[config.mk]
export PLATFORM = sky130hd
export DESIGN_NAME = fc_ibuf_slice
export DESIGN_NICKNAME = d
export VERILOG_FILES = /design/src/rtl/fc_ibuf_pkg.sv /design/src/rtl/fc_ibuf_bank.sv /design/src/rtl/fc_ibuf_slice.sv
export SDC_FILE = /design/constraint.sdc
export NUM_CORES = 2
export LEC_CHECK = 0
export ABC_AREA = 1
export BUFFER_PORTS_ARGS = -buffer_cell sky130_fd_sc_hd__buf_2
export CAP_MARGIN = 10
export CORE_AREA = 2 2 394 396
export DETAILED_ROUTE_END_ITERATION = 16
export DIE_AREA = 0 0 396 398
export PLACE_DENSITY = 0.81
export SLEW_MARGIN = 30
export SYNTH_ARGS = -nofsm -noshare
export SYNTH_HDL_FRONTEND = slang
export SYNTH_SLANG_ARGS = --single-unit
[constraint.sdc]
create_clock -name clk -period 70.6 [get_ports clk]
set_input_delay 3.53 -clock clk [delete_from_list [all_inputs] [get_ports clk]]
set_output_delay 3.53 -clock clk [all_outputs]
set_load 0.02 [all_outputs]
[src/rtl/fc_ibuf_pkg.sv]
// ============================================================================
// Module   : fc_ibuf_pkg
// Purpose  : Shared types and sizing helpers for the FC-layer ping-pong input
//            buffer (fc_ibuf_slice / fc_ibuf_bank).
// Contents : bank_sel_t, safe_clog2, calc_num_slices, calc_num_addr,
//            slice_cfg_ok
// Revision : 1.0 - initial release
// ============================================================================
`default_nettype none

package fc_ibuf_pkg;

  // Selects one of the two ping-pong banks.
  typedef logic bank_sel_t;

  // $clog2 that never returns 0, so single-entry selectors still get a
  // 1-bit port.
  function automatic int safe_clog2(input int value);
    int r;
    r = $clog2(value);
    return (r < 1) ? 1 : r;
  endfunction

  function automatic int calc_num_slices(input int data_size, input int slice_bits);
    return data_size / slice_bits;
  endfunction

  // Number of OUT_W-wide windows needed to cover one flattened slice.
  function automatic int calc_num_addr(input int vec_elems, input int slice_bits,
                                       input int out_w);
    return (vec_elems * slice_bits + out_w - 1) / out_w;
  endfunction

  // Slicing only works when every element splits into whole slices.
  function automatic bit slice_cfg_ok(input int data_size, input int slice_bits);
    return (slice_bits > 0) && ((data_size % slice_bits) == 0);
  endfunction

endpackage

`default_nettype wire

[src/rtl/fc_ibuf_bank.sv]
// ============================================================================
// Module   : fc_ibuf_bank
// Purpose  : Storage for one input vector. Written one beat at a time, read
//            as a flat bit-slice selected by the slice index (non-destructive).
// Ports    : clk, rst          clock / async active-high reset
//            i_we              write the beat at i_beat
//            i_beat            beat index of the write
//            i_data            IN_CHANNELS elements of DATA_SIZE bits
//            i_slice_idx       which SLICE_BITS-wide slice of each element
//            o_flat            VEC_ELEMS*SLICE_BITS bits, element 0 in LSBs
// Revision : 1.0 - initial release
// ============================================================================
`default_nettype none

module fc_ibuf_bank
  import fc_ibuf_pkg::*;
#(
  parameter  int DATA_SIZE   = 8,
  parameter  int IN_CHANNELS = 16,
  parameter  int FIFO_LENGTH = 8,
  parameter  int SLICE_BITS  = 1,
  localparam int NUM_SLICES  = calc_num_slices(DATA_SIZE, SLICE_BITS),
  localparam int BEAT_W      = safe_clog2(FIFO_LENGTH),
  localparam int SLICE_W     = safe_clog2(NUM_SLICES),
  localparam int FLAT_W      = FIFO_LENGTH * IN_CHANNELS * SLICE_BITS
) (
  input  logic                                clk,
  input  logic                                rst,
  input  logic                                i_we,
  input  logic [BEAT_W-1:0]                   i_beat,
  input  logic [IN_CHANNELS-1:0][DATA_SIZE-1:0] i_data,
  input  logic [SLICE_W-1:0]                  i_slice_idx,
  output logic [FLAT_W-1:0]                   o_flat
);

  logic [IN_CHANNELS-1:0][DATA_SIZE-1:0] r_mem [FIFO_LENGTH];

  always_ff @(posedge clk or posedge rst) begin
    if (rst) begin
      for (int i = 0; i < FIFO_LENGTH; i++) begin
        r_mem[i] <= '0;
      end
    end else if (i_we) begin
      r_mem[i_beat] <= i_data;
    end
  end

  // Slice selection is written as a compare-per-slice mux so every part
  // select uses constant indices.
  always_comb begin
    o_flat = '0;
    for (int s = 0; s < NUM_SLICES; s++) begin
      if (i_slice_idx == SLICE_W'(s)) begin
        for (int bt = 0; bt < FIFO_LENGTH; bt++) begin
          for (int ch = 0; ch < IN_CHANNELS; ch++) begin
            o_flat[(bt*IN_CHANNELS + ch)*SLICE_BITS +: SLICE_BITS] =
              r_mem[bt][ch][s*SLICE_BITS +: SLICE_BITS];
          end
        end
      end
    end
  end

endmodule

`default_nettype wire

[src/rtl/fc_ibuf_slice.sv]
// ============================================================================
// Module   : fc_ibuf_slice
// Purpose  : Ping-pong input buffer for an FC layer. One bank fills from
//            IN_CHANNELS-wide beats while the other is presented bit-sliced
//            to the CIM crossbar bus.
// Ports    : clk, rst          clock / async active-high reset
//            i_valid, o_ready  write beat handshake
//            i_data            write beat elements
//            o_vec_valid       read bank holds a complete vector
//            i_se              advance to next slice (saturating)
//            i_release         free the read bank, restart at slice 0
//            i_ibuf_addr       OUT_W window select
//            o_data            slice window (combinational)
//            o_slice_idx       current slice index
//            o_last_slice      on the final slice of a valid vector
// Revision : 1.0 - initial release
// ============================================================================
`default_nettype none

module fc_ibuf_slice
  import fc_ibuf_pkg::*;
#(
  parameter  int DATA_SIZE       = 8,
  parameter  int IN_CHANNELS     = 16,
  parameter  int FIFO_LENGTH     = 8,
  parameter  int SLICE_BITS      = 1,
  parameter  int BUS_WIDTH       = 16,
  parameter  int V_CIM_TILES_OUT = 1,
  localparam int VEC_ELEMS       = FIFO_LENGTH * IN_CHANNELS,
  localparam int OUT_W           = BUS_WIDTH * V_CIM_TILES_OUT,
  localparam int NUM_SLICES      = calc_num_slices(DATA_SIZE, SLICE_BITS),
  localparam int NUM_ADDR        = calc_num_addr(VEC_ELEMS, SLICE_BITS, OUT_W),
  localparam int ADDR_W          = safe_clog2(NUM_ADDR),
  localparam int SLICE_W         = safe_clog2(NUM_SLICES)
) (
  input  logic                                  clk,
  input  logic                                  rst,
  input  logic                                  i_valid,
  output logic                                  o_ready,
  input  logic [IN_CHANNELS-1:0][DATA_SIZE-1:0] i_data,
  output logic                                  o_vec_valid,
  input  logic                                  i_se,
  input  logic                                  i_release,
  input  logic [ADDR_W-1:0]                     i_ibuf_addr,
  output logic [OUT_W-1:0]                      o_data,
  output logic [SLICE_W-1:0]                    o_slice_idx,
  output logic                                  o_last_slice
);

  localparam int C_FLAT_W = VEC_ELEMS * SLICE_BITS;
  localparam int C_PAD_W  = NUM_ADDR * OUT_W;
  localparam int C_BEAT_W = safe_clog2(FIFO_LENGTH);
  localparam logic [C_BEAT_W-1:0] C_LAST_BEAT  = C_BEAT_W'(FIFO_LENGTH - 1);
  localparam logic [SLICE_W-1:0]  C_LAST_SLICE = SLICE_W'(NUM_SLICES - 1);

  if (!slice_cfg_ok(DATA_SIZE, SLICE_BITS)) begin : g_bad_cfg
    $error("fc_ibuf_slice: SLICE_BITS must divide DATA_SIZE");
  end

  logic [1:0]          r_full;
  bank_sel_t           r_wr_bank;
  bank_sel_t           r_rd_bank;
  logic [C_BEAT_W-1:0] r_beat;
  logic [SLICE_W-1:0]  r_slice_idx;

  logic                w_wr_fire;
  logic                w_last_beat;
  logic                w_release;
  logic                w_se_adv;
  logic [1:0]          w_full_nxt;
  logic [C_FLAT_W-1:0] w_bank_flat [2];
  logic [C_PAD_W-1:0]  w_padded;

  assign o_ready      = !r_full[r_wr_bank];
  assign o_vec_valid  = r_full[r_rd_bank];
  assign o_slice_idx  = r_slice_idx;
  assign o_last_slice = o_vec_valid && (r_slice_idx == C_LAST_SLICE);

  assign w_wr_fire   = i_valid && o_ready;
  assign w_last_beat = w_wr_fire && (r_beat == C_LAST_BEAT);
  assign w_release   = i_release && o_vec_valid;
  // Release has priority; advance saturates on the last slice.
  assign w_se_adv    = i_se && o_vec_valid && !i_release &&
                       (r_slice_idx != C_LAST_SLICE);

  // Completion and release can coincide; they always hit different banks
  // (one must be empty to be written, the other full to be released).
  always_comb begin
    w_full_nxt = r_full;
    if (w_last_beat) w_full_nxt[r_wr_bank] = 1'b1;
    if (w_release)   w_full_nxt[r_rd_bank] = 1'b0;
  end

  always_ff @(posedge clk or posedge rst) begin
    if (rst) begin
      r_full      <= '0;
      r_wr_bank   <= '0;
      r_rd_bank   <= '0;
      r_beat      <= '0;
      r_slice_idx <= '0;
    end else begin
      r_full <= w_full_nxt;
      if (w_wr_fire) begin
        if (w_last_beat) begin
          r_beat    <= '0;
          r_wr_bank <= ~r_wr_bank;
        end else begin
          r_beat <= r_beat + 1'b1;
        end
      end
      if (w_release) begin
        r_rd_bank   <= ~r_rd_bank;
        r_slice_idx <= '0;
      end else if (w_se_adv) begin
        r_slice_idx <= r_slice_idx + 1'b1;
      end
    end
  end

  for (genvar gb = 0; gb < 2; gb++) begin : g_bank
    fc_ibuf_bank #(
      .DATA_SIZE   (DATA_SIZE),
      .IN_CHANNELS (IN_CHANNELS),
      .FIFO_LENGTH (FIFO_LENGTH),
      .SLICE_BITS  (SLICE_BITS)
    ) u_bank (
      .clk         (clk),
      .rst         (rst),
      .i_we        (w_wr_fire && (r_wr_bank == bank_sel_t'(gb))),
      .i_beat      (r_beat),
      .i_data      (i_data),
      .i_slice_idx (r_slice_idx),
      .o_flat      (w_bank_flat[gb])
    );
  end

  // Zero-extend the read bank's flat slice to a whole number of windows.
  always_comb begin
    w_padded                 = '0;
    w_padded[C_FLAT_W-1:0]   = w_bank_flat[r_rd_bank];
  end

  // Addresses at or above NUM_ADDR match no window and so return zero.
  always_comb begin
    o_data = '0;
    if (o_vec_valid) begin
      for (int a = 0; a < NUM_ADDR; a++) begin
        if (i_ibuf_addr == ADDR_W'(a)) begin
          o_data = w_padded[a*OUT_W +: OUT_W];
        end
      end
    end
  end

endmodule

`default_nettype wire

== Yosys cells after proc, flatten, opt, wreduce, memory -nomap -nowiden ==
Cells that the tools add are included.
Word-level totals
  flip-flop bits (word level): 2058
  input port bits: 136
  logic and storage cells: 356
Cells by class
  add/subtract/negate cells: 2
  $lt $le $gt $ge: 7
  eq/ne operators: 16
  muxes and demuxes: 45
  bitwise operators: 7
  reduce and logical (&&, ||, !) cells: 18
Operators with widths (count)
  128-bit two-way mux: 20
  1024-bit bitwise mux: 2
  128-bit demux with 3-bit select: 1
  16-bit two-way mux: 9
  3-bit == test, second input constant: 9
  3-bit by 2-bit == test with 1-bit output, second input constant: 4
  1-bit logical AND: 12
  3-bit two-way mux: 3
  3-bit by 1-bit adder with 3-bit output, second input constant: 2
  3-bit by 1-bit == test with 1-bit output, second input constant: 2
  3-bit logical NOT: 2
  1-bit two-way mux: 6
  4-bit greater-or-equal comparator, second input constant: 1
  1-bit by 2-bit < comparator with 1-bit output, second input constant: 2
  4-bit by 1-bit < comparator with 1-bit output, second input constant: 1
  2-bit two-way mux: 2
  3-bit inverter with 4-bit output: 1
  3-bit != test, second input constant: 1
  2-bit bitwise AND: 1
  1-bit demux with 1-bit select: 2
  1-bit greater-or-equal comparator, second input constant: 2
  2-bit greater-or-equal comparator, second input constant: 1
  1-bit logical NOT: 2
  1-bit inverter: 2
  other kinds (5): 5

== Depth between registers and ports, before layout ==
  depth after elaboration: 21
  gate-level depth with buffers: 22
  gate-level depth less buffers: 19

== Cells and area by module ==
Synthesis repeated with hierarchy kept, for this count alone.
Unflattened totals
  cell total of the unflattened synthesis: 11141
  area total of the unflattened synthesis: 92497.5 sq um
Modules (own cells, without submodules)
  fc_ibuf_bank: instances 2, cells each 5290, area an instance 44727.9 sq um
  fc_ibuf_slice: instances 1, cells each 561, area an instance 3041.7 sq um

== Least setup slack after synthesis ==
OpenSTA, ideal clock, no wires.
  kind: input to output
  start point: input i_ibuf_addr[0]
  end point: output o_data[10]
  arrival time: 5.169 ns
  required time: 67.070 ns
  setup slack: 61.901 ns
  cell stages on the path: 10
  buffers on the path: 2
  cells stage by stage: clkbuf_1 -> inv_1 -> nor3_1 -> clkbuf_1 -> nand3_1 -> nand2_1 -> inv_1 -> nand3_1 -> nand2_1 -> a21oi_1
On the way
  cells in the longest elaborated chain, start to end: 10
  elaborated cells between the ends (all ways): 17
Ends and longest elaborated chain
  from (decl): line fc_ibuf_slice.sv:44  | input logic [ADDR_W-1:0] i_ibuf_addr,
  3-bit logical NOT: line fc_ibuf_slice.sv:148  | if (i_ibuf_addr == ADDR_W'(a)) begin
  16-bit two-way mux (7 in a row): line fc_ibuf_slice.sv:148
  16-bit two-way mux (*): line fc_ibuf_slice.sv:148
  16-bit two-way mux (*): line fc_ibuf_slice.sv:146  | if (o_vec_valid) begin
  to (decl): line fc_ibuf_slice.sv:45  | output logic [OUT_W-1:0] o_data,
Every way passes the cells marked *; elsewhere a longest branch is shown, timed or not.

== Final worst setup path ==
  start point: register r_slice_idx[2] (netlist: o_slice_idx[2])
  end point: output o_data[5]
On the way
  cells in the longest elaborated chain, start to end: 21
  elaborated cells between the ends (all ways): 36
Ends and longest elaborated chain
  from (decl): line fc_ibuf_slice.sv:64  | logic [SLICE_W-1:0] r_slice_idx;
  from (signal assigned): line fc_ibuf_slice.sv:115  | r_slice_idx <= r_slice_idx + 1'b1;
  3-bit logical NOT: line fc_ibuf_bank.sv:53  | if (i_slice_idx == SLICE_W'(s)) begin
  128-bit two-way mux (8 in a row): line fc_ibuf_bank.sv:53
  128-bit two-way mux (implied by the code) (*) (3 in a row): line fc_ibuf_slice.sv:140  | w_padded[C_FLAT_W-1:0] = w_bank_flat[r_rd_bank];
  16-bit two-way mux (7 in a row): line fc_ibuf_slice.sv:148
  16-bit two-way mux (*): line fc_ibuf_slice.sv:148
  16-bit two-way mux (*): line fc_ibuf_slice.sv:146
Every way passes the cells marked *; elsewhere a longest branch is shown, timed or not. The select of a mux whose other input is x is not followed.

==> impl_metrics.json <==
{
  "grt_overflow": 0,
  "seqPwrFrac": 0.396,
  "grt_first_pass_wirelength_um": 471000,
  "yosysUniqueCellTypes": 38,
  "via_per_inst": 6.17,
  "layout.nets": 11800,
  "wirelength_um": 303000,
  "place_congestion": 0.900,
  "ant_nets": 0,
  "seq_area_um2": 51500,
  "synth_top_area_frac": 0.535,
  "min_path_cells": 2,
  "finalCriticalPeriod_ns": 10.30,
  "rows": 144,
  "fp.dieW_um": 396,
  "synth_area_um2": 96300,
  "worstPathMaxFanout": 69,
  "synth.avg_cell_area_um2": 7.90,
  "critPathBufInv": 4,
  "cts_resized": 0,
  "setup_viol": 0,
  "power_density_nw_per_um2": 47.1,
  "synth_seq_cells": 2058,
  "synth_area_leaders": "dfrtp_1 54%, nand2_1 15%, o21ai_0 11%",
  "syn_inst": 12200,
  "p_clk_frac": 0.225,
  "required_ns": 67.07,
  "max_stage_delay_ns": 0.93,
  "syn_nets": 12300,
  "cts_setup_buffers": 0,
  "fin_setup_tns_ns": 0,
  "core_area_um2": 153000,
  "setup.worst_path.class": "register to primary output",
  "antenna_found_initial": 20,
  "drt_iter0_drc": 11000,
  "synth_edf_count": 0,
  "max_freq_ghz": 0.0971,
  "maxCapViolCount": 0,
  "initial_core_util": 0.628,
  "maxSlewHeadroom": 0.219,
  "switchingPower_mw": 2.00,
  "maxSlewViolCount": 0,
  "yosys_warnings": 0,
  "reg2reg_slack_ns": 66.40,
  "critical_path.cell_chain": "inv_4 -> ha_4 -> buf_4 -> buf_4 -> nand2_1 -> nand3_1 -> nand3_1 -> nand2_1 -> nand2_1 -> nand2_1 -> nand2_1 -> nand2_1 -> o21ai_1 -> nand3_1 -> nand2_1 -> a21oi_1 -> buf_2",
  "rr_endpoint": "g_bank[1].u_bank.r_mem[848]",
  "cts_sinks": 2058,
  "pin_count": 158,
  "cts-htree-levels": 4,
  "die_h_um": 398,
  "synth_top_area_cell": "dfrtp_1",
  "worstSkewPairLatency_ns": 0.87,
  "firstDrtPassIters": 7,
  "path_clk_slew_ns": 0.06,
  "drc": 0,
  "p_int_mw": 2.88,
  "swShare": 0.409,
  "cts_tree": "built",
  "reg2reg_depth": 9,
  "portBuffers": 157,
  "grt_max_degree": 210,
  "power_leakage_nw": 51.2,
  "cpLargestDelayFamily": "buffers and inverters",
  "cpMostUsedCell": "nand2_1",
  "skew_ns": 0.0627,
  "clock-root-buffer": "clkbuf_16",
  "final_layout_size_suffix_gt1_frac": 0.0703,
  "hold_path.class": "register to register",
  "fin_crit_sh": 0.146,
  "area_growth_pct": 7.52,
  "grt_pass1_vias": 81700,
  "hold_path.startpoint": "g_bank[1].u_bank.r_mem[554]",
  "place_hpwl_um": 174000,
  "fin_util": 0.675,
  "status": "complete, no violations",
  "worst_slew_pin_slew_ns": 1.17,
  "timing_hold_violations_final": 0,
  "die_area_um2": 158000,
  "fillers": 12100,
  "vdd_drop_max_mv": 0.0309,
  "track_usage": 0.384,
  "num_vias": 85400,
  "pwr-share-comb": 0.379,
  "clockBufferDepth": 3,
  "setup.worst_path.end_class": "primary output",
  "start_kind": "register",
  "cts_buffers": 205,
  "hold_end": "g_bank[1].u_bank.r_mem[554]",
  "postCtsHoldBufs": 0,
  "seq_area_frac_synth": 0.535,
  "rsz0062_at_grt": "false",
  "r2r_start": "r_wr_bank",
  "synthFlopType": "dfrtp_1",
  "multiInputGateArea_um2": 38300,
  "cpMaxStageDelayCell": "buf_4",
  "wl_per_cell_um": 21.9,
  "async_flop_share": 1.00,
  "critPathArrivalTime_ns": 6.77
}
through the flow:
step / setup WS (ns) / instance area [um^2] / std cells / hold slack [ns] / power (mW)
2_1_floorplan: 8.94 / 96300 / 12200 / 0.445 / 3.17
3_3_place_gp: 60.75 / 96300 / 13500 / 0.458 / 3.63
3_5_place_dp: 60.85 / 96400 / 13500 / 0.465 / 3.72
4_1_cts: 60.51 / 103000 / 13800 / 0.480 / 4.82
5_1_grt: 60.16 / 103000 / 13800 / 0.493 / 5.19
6_report: 60.30 / 104000 / 13800 / 0.477 / 4.88
layout make-up:
type | instances | share of cell area
inverter | 577 | 0.0212
sequential | 2058 | 0.498
tap | 2044 | 0.0247
antenna | 8 | 0.000193
multi-input combinational | 8511 | 0.370
clock inverter | 55 | 0.00691
timing repair buffer | 282 | 0.0208
clock buffer | 311 | 0.0585
worst register-to-register path, stage by stage (launching register included):
cell     delay, ns
dfrtp_1       0.43
inv_2         0.10
o21ai_1       0.33
nand2_1       0.30
nor2_2        0.84
nand2_8       0.59
buf_4         0.62
buf_6         0.49
nand2_1       0.20
o21ai_0       0.11
Yosys cell counts (2+ instances only):
library cell and n:
o211ai_1 203, a21oi_1 393, buf_4 39, a31oi_1 16
xor2_1 2, nand3_1 957, o221ai_1 6, ha_1 8
nand2_1 3881, clkbuf_2 3, or2_2 176, nor3_1 17
or2_0 5, nor3_2 5, inv_2 6, buf_2 321
inv_1 567, nor2_1 609, clkinv_1 3, or2_1 2
o211ai_2 10, dfrtp_1 2058, buf_1 33, clkbuf_1 625
nor2_2 2, o21bai_1 12, o21ai_1 146, o21ai_0 2051
nand4_1 4, buf_6 17
worst max-delay path by stage:
stage	slack [ns]	cells after the start	startpoint	endpoint
3_3_place_gp	60.75	9	i_ibuf_addr[2]	o_data[5]
5_1_grt	60.16	19	o_slice_idx[2]	o_data[11]
4_1_cts	60.51	17	o_slice_idx[2]	o_data[5]
2_1_floorplan	8.94	1	rst	g_bank[0].u_bank.r_mem[0]
3_5_place_dp	60.85	11	i_ibuf_addr[1]	o_data[9]
6_report	60.30	17	o_slice_idx[2]	o_data[5]
power by group through the flow:
stage | combinational, mW | sequential, mW | clock [mW]
after global placement | 1.73 | 1.91 | 0
after detailed placement | 1.78 | 1.93 | 0
after global routing | 2.05 | 1.98 | 1.15
after CTS | 1.80 | 1.92 | 1.10
after floorplan | 1.28 | 1.90 | 0
final | 1.85 | 1.93 | 1.10
cells in the final DEF, fill, tap and decap left out, types with 4 or more instances in the layout:
cell       netlist  final
nand4_1          4      4
nor3_1          17     14
buf_16           0      9
or2_0            5      5
inv_16           0      5
o21ai_1        146    146
o21ai_0       2051   2050
clkbuf_16        0    206
clkinv_2         0     32
o211ai_2        10     10
inv_2            6      4
o211ai_1       203    203
nand2_4          1     12
nor2_1         609    608
or2_2          176    176
nand2_1       3881   3863
dfrtp_1       2058   2057
buf_12           0     11
bufinv_16        0      7
buf_2          321    157
a21oi_1        393    393
nand3_1        957    957
nor3_2           5      4
o21bai_1        12     12
clkbuf_1       625     54
clkbuf_8         0     51
a31oi_1         16     16
buf_4           39     76
buf_6           17     29
ha_1             8      5
o221ai_1         6      6
clkinv_1         3      4
inv_1          567    563
nand2_8          0      7
clkinv_16        0      6
diode_2          0      8
nor3_4           0      4
logic make-up (layout without fill, tap and decap cells):
| family | count (synthesis) | after routing | synth area share |
|---|---|---|---|
| AOI/OAI and AO/OA | 2838 | 2838 | 0.154 |
| xor gates and xnor gates | 2 | 2 | 0.000182 |
| adders and majority gates | 8 | 8 | 0.00104 |
| buffers and inverters | 1616 | 1225 | 0.0702 |
| DFF | 2058 | 2058 | 0.535 |
| other | 0 | 8 | 0 |
| and+or+nand+nor | 5663 | 5663 | 0.239 |
sequential cells by signal, indices dropped and copies added (netlist names):
name	flops
o_slice_idx	3
g_bank.u_bank.r_mem	2048
r_beat	3
r_wr_bank	1
r_rd_bank	1
r_full	2
routing by layer:
layer	routed length [um]	GRT usage	vias to the layer above
met1	113000	0.506	40900
met5	34	0	-
met2	134000	0.575	5106
met4	21100	0.250	6
li1	-	-	38400
met3	34600	0.0894	1039
(Power assumes the default switching activity.)
